$ cat src/rtl/uart_komut_cozucu.sv
// uart_komut_cozucu
// Parses ASCII set commands arriving from uart_rx and drives the clock/calendar core.
//   "T" HH MM SS CR   -> time load   (saat_yukle + saat/dakika/saniye_deger)
//   "D" DD MM YYYY CR -> date load   (tarih_yukle + gun/ay/yil_deger)
//   "P" / "R"         -> durdur / baslat pulse
// Every complete command is answered with 'K' (accepted) or 'E' (rejected) via uart_tx.
// Ports:
//   CLK, reset               clock, synchronous active-low reset
//   rx_data/rx_valid         received byte and its one-cycle strobe
//   rx_break                 line break: abandon the current frame
//   tx_busy, tx_en, tx_data  response handshake towards uart_tx
//   yanit_tasma              sticky: a response was dropped because one was still pending
module uart_komut_cozucu #(
    parameter int unsigned ZAMAN_ASIMI = 100_000_000,
    parameter int unsigned YIL_MIN     = 2000,
    parameter int unsigned YIL_MAX     = 4095
) (
    input  logic        CLK,
    input  logic        reset,
    input  logic [7:0]  rx_data,
    input  logic        rx_valid,
    input  logic        rx_break,
    input  logic        tx_busy,
    output logic        tx_en,
    output logic [7:0]  tx_data,
    output logic        saat_yukle,
    output logic [4:0]  saat_deger,
    output logic [5:0]  dakika_deger,
    output logic [5:0]  saniye_deger,
    output logic        tarih_yukle,
    output logic [4:0]  gun_deger,
    output logic [3:0]  ay_deger,
    output logic [11:0] yil_deger,
    output logic        durdur,
    output logic        baslat,
    output logic        yanit_tasma
);
    localparam logic [2:0] BOSTA    = 3'd0;
    localparam logic [2:0] RAKAM_T  = 3'd1;
    localparam logic [2:0] RAKAM_D  = 3'd2;
    localparam logic [2:0] BEKLE_CR = 3'd3;
    localparam logic [2:0] ATLA     = 3'd4;
    localparam logic [2:0] DOGRULA  = 3'd5;
    localparam logic [2:0] CIKIS    = 3'd6;

    localparam int unsigned SW = (ZAMAN_ASIMI > 1) ? $clog2(ZAMAN_ASIMI) : 1;
    localparam logic [SW-1:0] SAYAC_SON = SW'(ZAMAN_ASIMI - 1);

    localparam logic [7:0] ACK = 8'h4B;
    localparam logic [7:0] NAK = 8'h45;

    logic [2:0]    r_durum;
    logic          r_tarih;     // 1: date frame, 0: time frame
    logic [2:0]    r_idx;
    logic          r_hata;
    logic [6:0]    r_a0, r_a1, r_a2;
    logic [13:0]   r_yil;
    logic [SW-1:0] r_sayac;

    logic          r_saat_yukle, r_tarih_yukle, r_durdur, r_baslat;
    logic [4:0]    r_saat, r_gun;
    logic [5:0]    r_dakika, r_saniye;
    logic [3:0]    r_ay;
    logic [11:0]   r_yil_cikis;

    logic          r_bekleyen, r_tasma;
    logic [7:0]    r_yanit;

    logic       w_rakam, w_cr, w_son_basamak, w_zaman_sayar, w_zaman_doldu;
    logic       w_saat_ok, w_tarih_ok, w_ack, w_yanit_yaz, w_gonder;
    logic [3:0] w_basamak;
    logic [7:0] w_yanit_veri;

    assign w_rakam       = (rx_data >= 8'h30) && (rx_data <= 8'h39);
    assign w_cr          = (rx_data == 8'h0D);
    assign w_basamak     = rx_data[3:0];
    assign w_son_basamak = r_tarih ? (r_idx == 3'd7) : (r_idx == 3'd5);
    assign w_zaman_sayar = (r_durum == RAKAM_T) || (r_durum == RAKAM_D) ||
                           (r_durum == BEKLE_CR) || (r_durum == ATLA);
    assign w_zaman_doldu = w_zaman_sayar && !rx_valid && (r_sayac == SAYAC_SON);

    assign w_saat_ok  = (r_a0 <= 7'd23) && (r_a1 <= 7'd59) && (r_a2 <= 7'd59);
    assign w_tarih_ok = (r_a0 >= 7'd1) && (r_a0 <= 7'd31) && (r_a1 >= 7'd1) &&
                        (r_a1 <= 7'd12) && (r_yil >= 14'(YIL_MIN)) && (r_yil <= 14'(YIL_MAX));
    assign w_ack      = !r_hata && (r_tarih ? w_tarih_ok : w_saat_ok);

    // A response is produced by an accepted P/R byte or by the validation cycle.
    assign w_yanit_yaz  = !rx_break &&
                          (((r_durum == BOSTA) && rx_valid &&
                            ((rx_data == 8'h50) || (rx_data == 8'h52))) ||
                           (r_durum == DOGRULA));
    assign w_yanit_veri = ((r_durum == DOGRULA) && !w_ack) ? NAK : ACK;
    assign w_gonder     = r_bekleyen && !tx_busy;

    function automatic logic [6:0] katla7(input logic [6:0] a, input logic [3:0] d);
        return (a * 7'd10) + {3'b000, d};
    endfunction

    function automatic logic [13:0] katla14(input logic [13:0] a, input logic [3:0] d);
        return (a * 14'd10) + {10'd0, d};
    endfunction

    always_ff @(posedge CLK) begin
        if (!reset) begin
            r_durum       <= BOSTA;
            r_tarih       <= 1'b0;
            r_idx         <= 3'd0;
            r_hata        <= 1'b0;
            r_a0          <= 7'd0;
            r_a1          <= 7'd0;
            r_a2          <= 7'd0;
            r_yil         <= 14'd0;
            r_sayac       <= '0;
            r_saat_yukle  <= 1'b0;
            r_tarih_yukle <= 1'b0;
            r_durdur      <= 1'b0;
            r_baslat      <= 1'b0;
            r_saat        <= 5'd0;
            r_dakika      <= 6'd0;
            r_saniye      <= 6'd0;
            r_gun         <= 5'd0;
            r_ay          <= 4'd0;
            r_yil_cikis   <= 12'd0;
        end else begin
            r_saat_yukle  <= 1'b0;
            r_tarih_yukle <= 1'b0;
            r_durdur      <= 1'b0;
            r_baslat      <= 1'b0;

            // Idle-gap counter: only meaningful inside a frame, restarts on every byte.
            if (w_zaman_sayar && !rx_valid) r_sayac <= r_sayac + 1'b1;
            else                            r_sayac <= '0;

            if (rx_break || w_zaman_doldu) begin
                r_durum <= BOSTA;
            end else begin
                case (r_durum)
                    BOSTA: begin
                        if (rx_valid) begin
                            r_idx  <= 3'd0;
                            r_hata <= 1'b0;
                            r_a0   <= 7'd0;
                            r_a1   <= 7'd0;
                            r_a2   <= 7'd0;
                            r_yil  <= 14'd0;
                            case (rx_data)
                                8'h54: begin r_tarih <= 1'b0; r_durum <= RAKAM_T; end
                                8'h44: begin r_tarih <= 1'b1; r_durum <= RAKAM_D; end
                                8'h50: begin r_durdur <= 1'b1; r_durum <= CIKIS; end
                                8'h52: begin r_baslat <= 1'b1; r_durum <= CIKIS; end
                                default: ;
                            endcase
                        end
                    end
                    RAKAM_T, RAKAM_D: begin
                        if (rx_valid) begin
                            if (w_rakam) begin
                                // idx[2:1] selects the field: 0 -> a0, 1 -> a1, else a2/year.
                                case (r_idx[2:1])
                                    2'd0:    r_a0 <= katla7(r_a0, w_basamak);
                                    2'd1:    r_a1 <= katla7(r_a1, w_basamak);
                                    default: begin
                                        if (r_tarih) r_yil <= katla14(r_yil, w_basamak);
                                        else         r_a2  <= katla7(r_a2, w_basamak);
                                    end
                                endcase
                                r_idx <= r_idx + 3'd1;
                                if (w_son_basamak) r_durum <= BEKLE_CR;
                            end else if (w_cr) begin
                                r_hata  <= 1'b1;
                                r_durum <= DOGRULA;
                            end else begin
                                r_durum <= ATLA;
                            end
                        end
                    end
                    BEKLE_CR: begin
                        if (rx_valid) r_durum <= w_cr ? DOGRULA : ATLA;
                    end
                    ATLA: begin
                        if (rx_valid && w_cr) begin
                            r_hata  <= 1'b1;
                            r_durum <= DOGRULA;
                        end
                    end
                    DOGRULA: begin
                        if (w_ack) begin
                            if (r_tarih) begin
                                r_gun         <= r_a0[4:0];
                                r_ay          <= r_a1[3:0];
                                r_yil_cikis   <= r_yil[11:0];
                                r_tarih_yukle <= 1'b1;
                            end else begin
                                r_saat        <= r_a0[4:0];
                                r_dakika      <= r_a1[5:0];
                                r_saniye      <= r_a2[5:0];
                                r_saat_yukle  <= 1'b1;
                            end
                        end
                        r_durum <= CIKIS;
                    end
                    CIKIS:   r_durum <= BOSTA;
                    default: r_durum <= BOSTA;
                endcase
            end
        end
    end

    // One-entry response buffer. An entry leaving this cycle frees the slot for a new one.
    always_ff @(posedge CLK) begin
        if (!reset) begin
            r_bekleyen <= 1'b0;
            r_yanit    <= 8'h00;
            r_tasma    <= 1'b0;
        end else begin
            if (w_gonder) r_bekleyen <= 1'b0;
            if (w_yanit_yaz) begin
                if (r_bekleyen && !w_gonder) begin
                    r_tasma <= 1'b1;
                end else begin
                    r_bekleyen <= 1'b1;
                    r_yanit    <= w_yanit_veri;
                end
            end
        end
    end

    assign tx_en        = w_gonder;
    assign tx_data      = r_yanit;
    assign yanit_tasma  = r_tasma;
    assign saat_yukle   = r_saat_yukle;
    assign saat_deger   = r_saat;
    assign dakika_deger = r_dakika;
    assign saniye_deger = r_saniye;
    assign tarih_yukle  = r_tarih_yukle;
    assign gun_deger    = r_gun;
    assign ay_deger     = r_ay;
    assign yil_deger    = r_yil_cikis;
    assign durdur       = r_durdur;
    assign baslat       = r_baslat;

endmodule

$ cat config.mk
export PLATFORM = sky130hd
export DESIGN_NAME = uart_komut_cozucu
export DESIGN_NICKNAME = d
export VERILOG_FILES = /design/src/rtl/uart_komut_cozucu.sv
export SDC_FILE = /design/constraint.sdc
export NUM_CORES = 1
export LEC_CHECK = 0
export BUFFER_PORTS_ARGS = -buffer_cell sky130_fd_sc_hd__buf_2
export CAP_MARGIN = 25
export CORE_MARGIN = 2
export CORE_UTILIZATION = 56
export CTS_BUF_LIST = sky130_fd_sc_hd__clkbuf_4
export DETAILED_ROUTE_END_ITERATION = 12
export HOLD_SLACK_MARGIN = 0.06
export MAX_ROUTING_LAYER = met4
export PLACE_DENSITY = 0.79
export SLEW_MARGIN = 40
export SYNTH_ARGS = -nofsm -noshare
export SYNTH_HDL_FRONTEND = slang
export SYNTH_SLANG_ARGS = --single-unit
$ cat constraint.sdc
create_clock -name CLK -period 2.9 [get_ports CLK]
set_clock_uncertainty 0.05 [all_clocks]
set_input_delay 0.725 -clock CLK [delete_from_list [all_inputs] [get_ports CLK]]
set_output_delay 0.725 -clock CLK [all_outputs]
set_load 0.02 [all_outputs]
# == Word level (Yosys, flattened, before mapping) ==
# Index checks and enable logic that the tools add are counted.
# W data, S select, Z words.
# classes
add_sub_neg,6
n_mul,4
order_cmp,11
n_eq_ne,28
mux,50
bitwise,8
reduce_logical,54
# op_table
cell,count
$mux W7,11
$mux W14,5
$pmux W7 S2,3
$eq A8 B7 Y1 const B,4
$pmux W14 S2,1
$add A27 B1 Y27 const B,1
$eq A27 B27 Y1 const B,1
$mux W3,9
$add A7 B4 Y7,3
$mul A7 B3 Y6 const B,3
$reduce_and A7 Y1,3
$logic_and A1 B1 Y1,18
$ne A2 B2 Y1 const B,9
$reduce_and A6 Y1,3
$mux W1,15
$pmux W3 S5,1
$add A14 B4 Y14,1
$ge A14 B11 Y1 const B,1
$ge A7 B1 Y1 const B,2
$le A14 B12 Y1 const B,1
$le A7 B5 Y1 const B,2
$le A7 B6 Y1 const B,2
$mul A14 B3 Y13 const B,1
$eq A3 B3 Y1 const B,4
other kinds (28),57
# totals
reg_bits,122
in_bits,13
out_inout_bits,52

# == Logic depth before layout (Yosys ltp) ==
# Gate-level depths: netlist of run 1.
# depth
depth_word,11
ltp_mapped,9

# == Worst setup path before layout of run 1 ==
# No wires, ideal clock.
# synth_path
path_kind,register to register
from,register r_yil[1]
to,register r_yil[12]
setup_time_ns,0.083
arrival_time_ns,2.648
setup_slack_ns,0.119
path_stages_with_launch,10
path_buffers,0
period_less_slack_ns,2.781
path_cell_list,dfxtp_1 -> ha_1 -> ha_1 -> fa_1 -> a211oi_1 -> o21ai_0 -> a21oi_1 -> xnor2_1 -> or4_1 -> o221ai_1
# synth_via
elab_chain_cells,7
# synth_rtl
element,line_no,rtl
start: declaration,57,logic [13:0] r_yil;
start signal: assignment,163,"if (r_tarih) r_yil <= katla14(r_yil, w_basamak);"
$mul A14 B3 Y13,100,"return (a * 14'd10) + {10'd0, d};"
$add A14 B4 Y14,100,
$mux W14,163,
$mux W14,159,case (r_idx[2:1])
$mux W14,157,if (w_rakam) begin
$mux W14,156,if (rx_valid) begin
$pmux W14 S2,137,case (r_durum)
# Every way passes these cells. The select of a mux whose other input is x is not followed.
# A chain may end at the register's enable or synchronous reset.

# == Worst setup path in the final report of run 1 ==
# Ends and elaborated chain as after synthesis.

==> results of run 1 <==
==> where the power goes <==
part	leakage (uW)	internal, uW	switching (uW)
Clock	0.000177	777	686
Sequential	0.000942	1610	1.47
Combinational	0.00214	47.4	92.9
==> cell type report <==
cell class	instances	area [sq um]	area share (%)
multi-input combinational	597	4178	54.28
timing repair buffer	97	575.6	7.477
tap	147	183.9	2.389
clock inverter	15	225.2	2.926
inverter	17	63.81	0.8290
clock buffer	17	127.6	1.658
sequential	117	2344	30.45
==> cell usage in the layout (no fill, tap or decap), types with 11 or more instances in the layout <==
| master | count |
|---|---|
| a21oi_1 | 45 |
| and3_1 | 14 |
| buf_2 | 61 |
| buf_4 | 36 |
| clkbuf_4 | 17 |
| dfxtp_1 | 116 |
| ha_1 | 44 |
| inv_1 | 16 |
| mux2i_1 | 50 |
| nand2_1 | 98 |
| nand2b_1 | 11 |
| nand3_1 | 30 |
| nand4_1 | 13 |
| nor2_1 | 66 |
| nor3_1 | 15 |
| o21ai_0 | 14 |
| xnor2_1 | 40 |
| xor2_1 | 20 |
==> sequential cells by signal, summed over array words and instances (netlist names), 3 cells and up <==
signal,flops
r_sayac,27
r_yil,14
yil_deger,12
r_a0,7
r_a1,7
r_a2,7
dakika_deger,6
saniye_deger,6
gun_deger,5
saat_deger,5
ay_deger,4
r_durum,3
r_idx,3
tx_data,3
==> final timing paths <==
kind         slack (ns)    endpoint  startpoint
max                0.12   r_yil[12]    r_yil[1]
min                0.38     r_tarih  rx_data[4]
max reg2reg        0.12   r_yil[12]    r_yil[1]
min reg2reg        0.41  r_sayac[0]  r_sayac[0]
==> Yosys cell counts, drive strengths merged, types with 5 or more instances <==
master  count
dfxtp     117
nand2      98
nor2       67
mux2i      50
a21oi      47
ha         45
xnor2      40
nand3      30
clkbuf     27
xor2       21
o21ai      19
inv        16
nor3       16
and3       14
buf        14
nand4      13
nand2b     11
nor4        9
a21o        8
fa          8
nor2b       8
a211oi      7
and2        7
nor3b       7
or4         7
o211ai      6
or3         6
and4        5
o22ai       5
==> metal layers <==
metal  vias up  global-route usage, %  wire, microns
met4         0                  9.512            310
li1       2868                      -              -
met1      2837                  35.44           7316
met3        28                  5.739           1171
met2       243                  42.28           7953
met5         -                      -              0
==> per-stage QoR <==
stage                     TNS (ns)  instances  utilization, %  power [uW]
final                            0       1007           64.89        3212
after CTS                        0       1007           64.44        3220
after global placement           0        975           61.47        1778
after floorplan                  0        772               -        1728
after global routing      -0.02695       1007           64.89        3317
after detailed placement  -0.01459        975           61.47        1782
==> cells by family after synthesis <==
family	synth area share [%]
AO/OA/AOI/OAI	11.77
XOR/XNOR	7.927
adder cells (fa/ha/maj)	10.88
buffers and inverters	4.251
flip-flops	34.75
multiplexers	7.425
other	0.05564
AND/OR/NAND/NOR	22.94
==> summary.md, run 1 <==
| Metric | Value |
|---|---|
| Status | completed |
| EDFF count, synth | 0 |
| CTS resizes | 0 |
| Slowest cell on the critical path | or4_1 |
| Avg Inst Size Synth | 8.754 sq um |
| Fmax achieved | 0.3595 GHz |
| Vias in the first global route | 5708 |
| Post-Layout Inst Area | 0.007697 sq mm |
| Critical path's most frequent cell | ha_1 |
| Startpoint Class | flop |
| CTS Sinks | 117 |
| Post-synth top area share | 34.75% |
| Core area | 0.01186 sq mm |
| DRT Pass-1 Iters | 5 |
| Crit path max-delay family | adder cells |
| Port-buffer cells | 61 |
| First-pass GRT wire length | 27.50 mm |
| FF-to-FF path depth | 10 |
| Distinct cells, synth | 62 |
| Peak supply drop | 310.2 uV |
| Die area | 0.01293 sq mm |
| CTS Buf Count | 17 |
| Cts hold-fix bufs | 0 |
| Latest clock arrival within the worst-skew pair | 0.56 ns |
| PwrDens | 417.2 mW/mm^2 |
| Sequential area share after synthesis | 34.75% |
| Data required time of the worst path | 3.35 ns |
| Starting Density | 56.82% |
| Final hold violations | 0 |
| Kind of critical path | reg -> reg |
| Register clock-pin slew on the reported worst setup and hold paths | 0.12 ns |
| Final setup margin | 0.1180 ns |
| Routed len/inst | 16.64 microns |
| Setup repair bufs after CTS | 0 |
| Post-Route WL | 16.75 mm |
| WHS | 0.3830 ns |
| Largest net degree at the start of global routing | 57 |
| CP Max Fanout | 4 |
| Final worst path period need | 2.782 ns |
| Synth Warn # | 0 |
| Pre-CTS WS | -0.01459 ns |
| Clock tree buffer depth | 2 |
| Placement-stage cell area | 0.007291 sq mm |
| Die Y-Extent | 113.7 microns |
| Vias/cell | 5.934 |
| Synth area leaders | dfxtp_1 35%, ha_1 8.4%, mux2i_1 7.4%, nand2_1 5.5%, xnor2_1 5.2% |
| Post-synthesis cell area | 0.006740 sq mm |
| ANT cells | 0 |
| Area growth syn-to-layout | 14.20% |
| Final setup vio count | 0 |
| Number of H-tree levels | 4 |
| Initial antenna violation count | 0 |
| Die X | 113.7 microns |
| Row cnt | 40 |
| CTS tree | done |
| Total track usage | 27.23% |
| Fin crit share | 95.93% |
| Critical-path cell list | ha_1 -> ha_1 -> fa_2 -> a211oi_2 -> buf_4 -> o21ai_0 -> a21oi_1 -> xnor2_1 -> or4_1 -> o221ai_1 |
| Dpl hpwl | 12.29 mm |
| Number of max-cap violations | 0 |
| HP Class | in -> reg |
| Layout Nets | 913 |
| DRC Markers | 0 |
| Post-synth top flop | dfxtp_1 |
| Async SR Flop Fraction | 0% |
| Routed vias | 5976 |
| Total congestion overflow | 0 |
| Worst hold stages | 2 |
| Dominant cell type by area after synthesis | dfxtp_1 |
| Top Ports | 65 |
| RePlAce Congestion | 0.9250 |
| Arrival @ worst endpoint | 3.23 ns |
| Lkg Pwr | 0.003259 uW |
| Fill cells | 958 |
| CTS root buf | clkbuf_4 |
| WP depth | 10 |
| Crit end category | flop |
| Worst Tran Pin Value | 0.5295 ns |
| Post-Synthesis Cells | 770 |
| Number of synthesized register bits | 117 |
| Max_slew headroom | 64.70% |
| Fin. max-slew vios | 0 |
| Detailed Route Iter0 Violations | 586 |
| Post-route ant nets | 0 |
| CP peak stage delay | 0.52 ns |
| Buf/Inv on CP | 1 |
| Layout cells sized above 1 | 17.33% |
No activity file was read; power rests on OpenSTA's default activity.
==> inputs of run 2 (changes only) <==
--- a/config.mk
+++ b/config.mk
@@ -5,15 +5,16 @@
 export SDC_FILE = /design/constraint.sdc
 export NUM_CORES = 1
 export LEC_CHECK = 0
-export BUFFER_PORTS_ARGS = -buffer_cell sky130_fd_sc_hd__buf_2
 export CAP_MARGIN = 25
 export CORE_MARGIN = 2
-export CORE_UTILIZATION = 56
+export CORE_UTILIZATION = 60
 export CTS_BUF_LIST = sky130_fd_sc_hd__clkbuf_4
 export DETAILED_ROUTE_END_ITERATION = 12
+export DONT_BUFFER_PORTS = 1
 export HOLD_SLACK_MARGIN = 0.06
 export MAX_ROUTING_LAYER = met4
 export PLACE_DENSITY = 0.79
+export SETUP_SLACK_MARGIN = 0.4
 export SLEW_MARGIN = 40
 export SYNTH_ARGS = -nofsm -noshare
 export SYNTH_HDL_FRONTEND = slang
==> summary.md, run 2 (synthesized netlist as in run 1, its figures left out) <==
| Metric | Value |
|---|---|
| Worst setup path startpoint | r_yil[4] |
| Largest net degree at the start of global routing | 85 (+49%) |
| RSZ-0062 raised after global routing | yes |
| Placement-stage cell area | 0.006893 sq mm (-5.5%) |
| CTS tree | done |
| Layout cells sized above 1 | 12.29% (-5.0 points) |
| DRT Pass-1 Iters | 5 (unchanged) |
| Setup tns final | 0 ns (unchanged) |
| Most common cell after layout, fill and taps aside | dfxtp_1 |
| Fmax achieved | 0.3770 GHz (+4.9%) |
| CTS root buf | clkbuf_4 |
| Sw Ratio | 23.45% (-0.85 points) |
| Lkg Pwr | 0.002855 uW (-12%) |
| Final hold violations | 0 (unchanged) |
| DRC Markers | 0 (unchanged) |
| Core area | 0.01089 sq mm (-8.2%) |
| Most frequent cells in the layout | 107 x dfxtp_1, 97 x nand2_1, 66 x nor2_1, 50 x mux2i_1, 44 x a21oi_1 |
| Multi-input gate area | 0.004327 sq mm (+3.6%) |
| Kind of critical path | reg -> reg |
| Startpoint Class | flop |
| FF-to-FF path depth | 8 (-2) |
| Fin. max-slew vios | 0 (unchanged) |
| Max_slew headroom | 57.83% (-6.9 points) |
| Dpl hpwl | 11.21 mm (-8.8%) |
| Port-buffer cells | 0 (-100%) |
| Final setup vio count | 0 (unchanged) |
| Register clock-pin slew on the reported worst setup and hold paths | 0.11 ns (about the same) |
| Worst Tran Pin Value | 0.6238 ns (+0.09429 ns) |
| CTS Buf Count | 17 (unchanged) |
| Switch Pwr | 685.4 uW (-12%) |
| Fin crit share | 91.46% (-4.5 points) |
| Logic pwr share | 2.9% (-1.5 points) |
| Latest clock arrival within the worst-skew pair | 0.54 ns (-0.02 ns) |
| Worst reg-to-reg setup slack | 0.25 ns (+0.13 ns) |
| Final worst path period need | 2.652 ns (-0.1296 ns) |
| Critical path endpoint | r_yil[12] |
| Peak supply drop | 290.0 uV (-6.5%) |
| Area growth syn-to-layout | 9.671% |
| Clock tree buffer depth | 2 (unchanged) |
| Vias/cell | 6.086 (+2.6%) |
| Post-Layout Inst Area | 0.007392 sq mm (-4.0%) |
| Arrival @ worst endpoint | 3.06 ns (-0.17 ns) |
| Total congestion overflow | 0 (unchanged) |
| Int Power | 2238 uW (-8.0%) |
| First-pass GRT wire length | 25.33 mm (-7.9%) |
| Top Ports | 65 (unchanged) |
| Clock power share | 42.1% (-3.4 points) |
| Fill cells | 868 (-9.4%) |
| Number of max-cap violations | 0 (unchanged) |
| Initial antenna violation count | 0 (unchanged) |
| Layout Nets | 842 (-7.8%) |
| Starting Density | 61.91% (+5.1 points) |
| Detailed Route Iter0 Violations | 347 (-41%) |
| FF-to-FF End | r_yil[12] |
| Post-Route WL | 16.08 mm (-4.0%) |
| Most flop-heavy register | r_sayac |
| Total track usage | 27.56% (+0.33 points) |
| ANT cells | 0 (unchanged) |
| HP Class | in -> reg |
| Row cnt | 38 (-5.0%) |
| Vias in the first global route | 5205 (-8.8%) |
| Status | completed |
| RePlAce Congestion | 0.9433 (+2.0%) |
| Die X | 110.0 microns (-3.3%) |
| Sequential Area | 0.002360 sq mm (+0.69%) |
| Die Y-Extent | 110.0 microns (-3.3%) |
| Max FFs per register | 27 (unchanged) |
| Sequential share of power | 55.0% (+4.9 points) |
| CP Max Fanout | 6 (+2) |
| Post-route ant nets | 0 (unchanged) |
| Worst reg2reg startpoint | r_yil[4] |
| Data required time of the worst path | 3.31 ns (-0.04 ns) |
| Crit end category | flop |
| Die area | 0.01210 sq mm (-6.4%) |
| Number of H-tree levels | 4 (unchanged) |
| PwrDens | 395.5 mW/mm^2 (-5.2%) |
| Routed vias | 5654 (-5.4%) |
| Routed len/inst | 17.31 microns (+4.0%) |
| CTS Sinks | 117 (unchanged) |
run 2: cell types whose count changed in the layout (fill, tap and decap cells not counted), sizes merged:
| cell | before | now |
|---|---|---|
| buf | 97 | 23 |
| bufinv | 5 | 3 |
| or4 | 7 | 10 |
| clkinv | 4 | 6 |
| clkinvlp | 3 | 4 |
| inv | 20 | 18 |
| clkbuf | 17 | 18 |
run 2: critical path, cell delays in order (launching register included):
cell	delay, ns
dfxtp_2	0.37
ha_1	0.30
ha_1	0.31
a21oi_4	0.24
nand2_1	0.15
or3_1	0.41
and3_1	0.19
or4_1	0.47
o221ai_1	0.08
run 2: how the worst min path moves through the flow:
stage	start	endpoint	slack, ns	cells after the start
floorplan	r_sayac[0]	r_sayac[0]	0.37	1
global placement	r_sayac[0]	r_sayac[0]	0.38	1
detailed placement	r_sayac[0]	r_sayac[0]	0.39	1
global route	rx_data[1]	durdur	0.17	1
finish	rx_data[1]	durdur	0.21	1
CTS	rx_data[1]	durdur	0.17	1
run 2: metrics by stage:
step                instances  hold slack [ns]  total power, uW  util (%)  worst slack [ns]
floorplan                 772           0.3675             1727         -            0.3097
global placement          885           0.3774             1725     63.23            0.1766
detailed placement        885           0.3937             1727     63.31            0.1421
CTS                       924           0.1737             2949     66.87            0.2863
global route              929           0.1717             3029     67.89            0.1193
finish                    929           0.2102             2923     67.89            0.2476
run 2: timing repair:
action                     4_1_cts  5_1_grt
buffers inserted                 7        2
resized for setup               14       18
setup endpoints to repair       31       34
hold endpoints to repair         0        0
gates cloned                     0        3
pin swaps                       11        9
hold buffers                     0        0
run 2: power by group through the flow:
stage	registers, uW	logic (uW)	clock network (uW)
5_1_grt	1610	93.9	1330
6_report	1610	85.2	1230
3_5_place_dp	1640	82.8	0
2_1_floorplan	1640	83.4	0
4_1_cts	1610	83.1	1260
3_3_place_gp	1640	80.4	0
run 2: layout make-up:
cell class                 count  area share (%)
clock buffer                  18           1.828
clock inverter                14           2.150
inverter                      17          0.8632
multi-input combinational    600           58.53
sequential                   117           31.92
tap                          140           2.370
timing repair buffer          23           2.336
run 2: routing by layer:
metal	vias to the layer above	share of wire (%)	wire length, microns	GRT usage (%)
li1	2751	-	-	-
met1	2694	46	7357	36.73
met2	188	45	7301	41.89
met3	21	7.4	1187	5.820
met4	0	1.4	231	8.861
met5	-	0	0	-
==> inputs of run 3 (changes only) <==
--- a/config.mk
+++ b/config.mk
@@ -7,13 +7,12 @@
 export LEC_CHECK = 0
 export CAP_MARGIN = 25
 export CORE_MARGIN = 2
-export CORE_UTILIZATION = 60
+export CORE_UTILIZATION = 40
 export CTS_BUF_LIST = sky130_fd_sc_hd__clkbuf_4
 export DETAILED_ROUTE_END_ITERATION = 12
 export DONT_BUFFER_PORTS = 1
 export HOLD_SLACK_MARGIN = 0.06
 export MAX_ROUTING_LAYER = met4
-export PLACE_DENSITY = 0.79
 export SETUP_SLACK_MARGIN = 0.4
 export SLEW_MARGIN = 40
 export SYNTH_ARGS = -nofsm -noshare
==> summary.md, run 3 (synthesized netlist as in run 1, its figures left out) <==
| Metric | Value |
|---|---|
| Max_slew headroom | 59.98% (+2.2 points) |
| CTS Buf Count | 17 (unchanged) |
| Status | completed |
| Area growth syn-to-layout | 12.42% |
| Number of max-cap violations | 0 (unchanged) |
| Starting Density | 40.79% (-21 points) |
| HP Class | in -> reg |
| CTS tree | done |
| PwrDens | 390.6 mW/mm^2 (-1.2%) |
| Lkg Pwr | 0.002892 uW (+1.3%) |
| Critical-path cell list | ha_4 -> ha_4 -> fa_2 -> a211oi_4 -> o21ai_1 -> a21oi_1 -> xnor2_1 -> or4_1 -> o221ai_2 |
| Latest clock arrival within the worst-skew pair | 0.56 ns (+0.02 ns) |
| DRC Markers | 0 (unchanged) |
| Final setup vio count | 0 (unchanged) |
| Largest net degree at the start of global routing | 85 (unchanged) |
| Die Y-Extent | 133.8 microns (+22%) |
| Core area | 0.01652 sq mm (+52%) |
| Worst reg-to-reg setup slack | 0.24 ns (about the same) |
| Register clock-pin slew on the reported worst setup and hold paths | 0.12 ns (about the same) |
| Peak supply drop | 275.2 uV (-5.1%) |
| Post-Layout Inst Area | 0.007577 sq mm (+2.5%) |
| Crit path max-delay family | adder cells |
| CP Max Fanout | 4 (-2) |
| CTS Sinks | 117 (unchanged) |
| Detailed Route Iter0 Violations | 411 (+18%) |
| Dpl hpwl | 12.01 mm (+7.1%) |
| Die X | 133.8 microns (+22%) |
| Placement-stage cell area | 0.006992 sq mm (+1.4%) |
| Layout Nets | 845 (+0.36%) |
| Final hold violations | 0 (unchanged) |
| Port-buffer cells | 0 (unchanged) |
| Vias in the first global route | 5453 (+4.8%) |
| Total track usage | 19.77% (-7.8 points) |
| First-pass GRT wire length | 27.54 mm (+8.7%) |
| RSZ-0062 raised after global routing | yes |
| Setup tns final | 0 ns (unchanged) |
| Max FFs per register | 27 (unchanged) |
| Routed vias | 5611 (-0.76%) |
| Layout cells sized above 1 | 14.39% (+2.1 points) |
| Routed len/inst | 17.43 microns (+0.73%) |
| Final setup margin | 0.2395 ns (-0.008130 ns) |
| Pre-CTS WS | 0.1372 ns (-0.004899 ns) |
| Most flop-heavy register | r_sayac |
| Arrival @ worst endpoint | 3.10 ns (+0.04 ns) |
| Total congestion overflow | 0 (unchanged) |
| Most frequent cells in the layout | 109 x dfxtp_1, 96 x nand2_1, 64 x nor2_1, 50 x mux2i_1, 41 x a21oi_1 |
| Number of H-tree levels | 4 (unchanged) |
| Top Ports | 65 (unchanged) |
| Initial antenna violation count | 1 (+1) |
| Startpoint Class | flop |
| Data required time of the worst path | 3.34 ns (+0.03 ns) |
| Most common cell after layout, fill and taps aside | dfxtp_1 |
| Buf/Inv on CP | 0 (unchanged) |
| Post-route ant nets | 0 (unchanged) |
| Kind of critical path | reg -> reg |
| RePlAce Congestion | 0.9738 (+3.2%) |
| CP peak stage delay | 0.52 ns (+0.05 ns) |
| Fin crit share | 91.74% (+0.28 points) |
| Crit end category | flop |
| Slowest cell on the critical path | or4_1 |
| WHS | 0.2072 ns (-0.002974 ns) |
| CTS root buf | clkbuf_4 |
| Die area | 0.01791 sq mm (+48%) |
| Final worst path period need | 2.660 ns (+0.008130 ns) |
| DRT Pass-1 Iters | 5 (unchanged) |
| Post-Route WL | 17.66 mm (+9.8%) |
| Critical path's most frequent cell | ha_4 |
| Clock tree buffer depth | 2 (unchanged) |
| Fmax achieved | 0.3759 GHz (-0.31%) |
| Fin. max-slew vios | 0 (unchanged) |
| Row cnt | 47 (+24%) |
| Vias/cell | 5.539 (-9.0%) |
| Worst Tran Pin Value | 0.5958 ns (-0.02806 ns) |
[run 3: changes by cell type in the layout (fill, tap and decap cells not counted), moves of 3 or more]
cell / before / now
clkinv_4: 0 / 4
a21oi_2: 1 / 4
a21oi_1: 44 / 41
nor2_2: 0 / 3
[run 3: where the power goes]
group,switching [uW],internal [uW],total [uW]
combinational,52.6,34.8,87.3
clock,731,534,1260
sequential,1.76,1610,1610
[run 3: final timing paths]
check | startpoint | end | cells after the start
min | rx_data[1] | durdur | 1
max reg2reg | r_yil[3] | r_yil[12] | 9
max | r_yil[3] | r_yil[12] | 9
min reg2reg | r_sayac[0] | r_sayac[0] | 1
[run 3: worst register-to-register path, delay by kind of cell, from the launching register on]
kind            cells  cell delay (ns)
simple gates        1             0.52
compound gates      4             0.68
fa+ha+maj           3             0.85
xor+xnor            1             0.13
flops               1             0.37
[run 3: stage by stage]
stage,power (uW),cells,util [%]
2_1_floorplan,1727,772,-
3_3_place_gp,1725,966,42.31
3_5_place_dp,1727,966,42.31
4_1_cts,2984,1003,44.76
5_1_grt,3069,1013,45.85
6_report,2960,1013,45.85
[run 3: final cells by class]
type | count | area (sq um)
multi-input cells | 600 | 4380
clock buffers | 17 | 127.6
flip-flops and latches | 117 | 2357
well taps | 220 | 275.3
clock inverters | 15 | 171.4
diodes | 1 | 2.502
inverters | 17 | 63.81
fillers | 1618 | 8947
repair buffers | 26 | 198.9
[run 3: timing repair]
item	CTS	global route
pin swaps	12	19
setup endpoints to repair	4	65
buffers inserted	5	6
hold buffers	0	0
gates resized for setup	17	28
cloned	0	3
[run 3: per-layer routing]
layer,wire [microns],GRT usage [%],vias to the layer above
met3,1190,6.425,31
met2,8108,30.46,171
met4,343,5.496,0
li1,-,-,2755
met5,0,-,-
met1,8017,24.95,2654
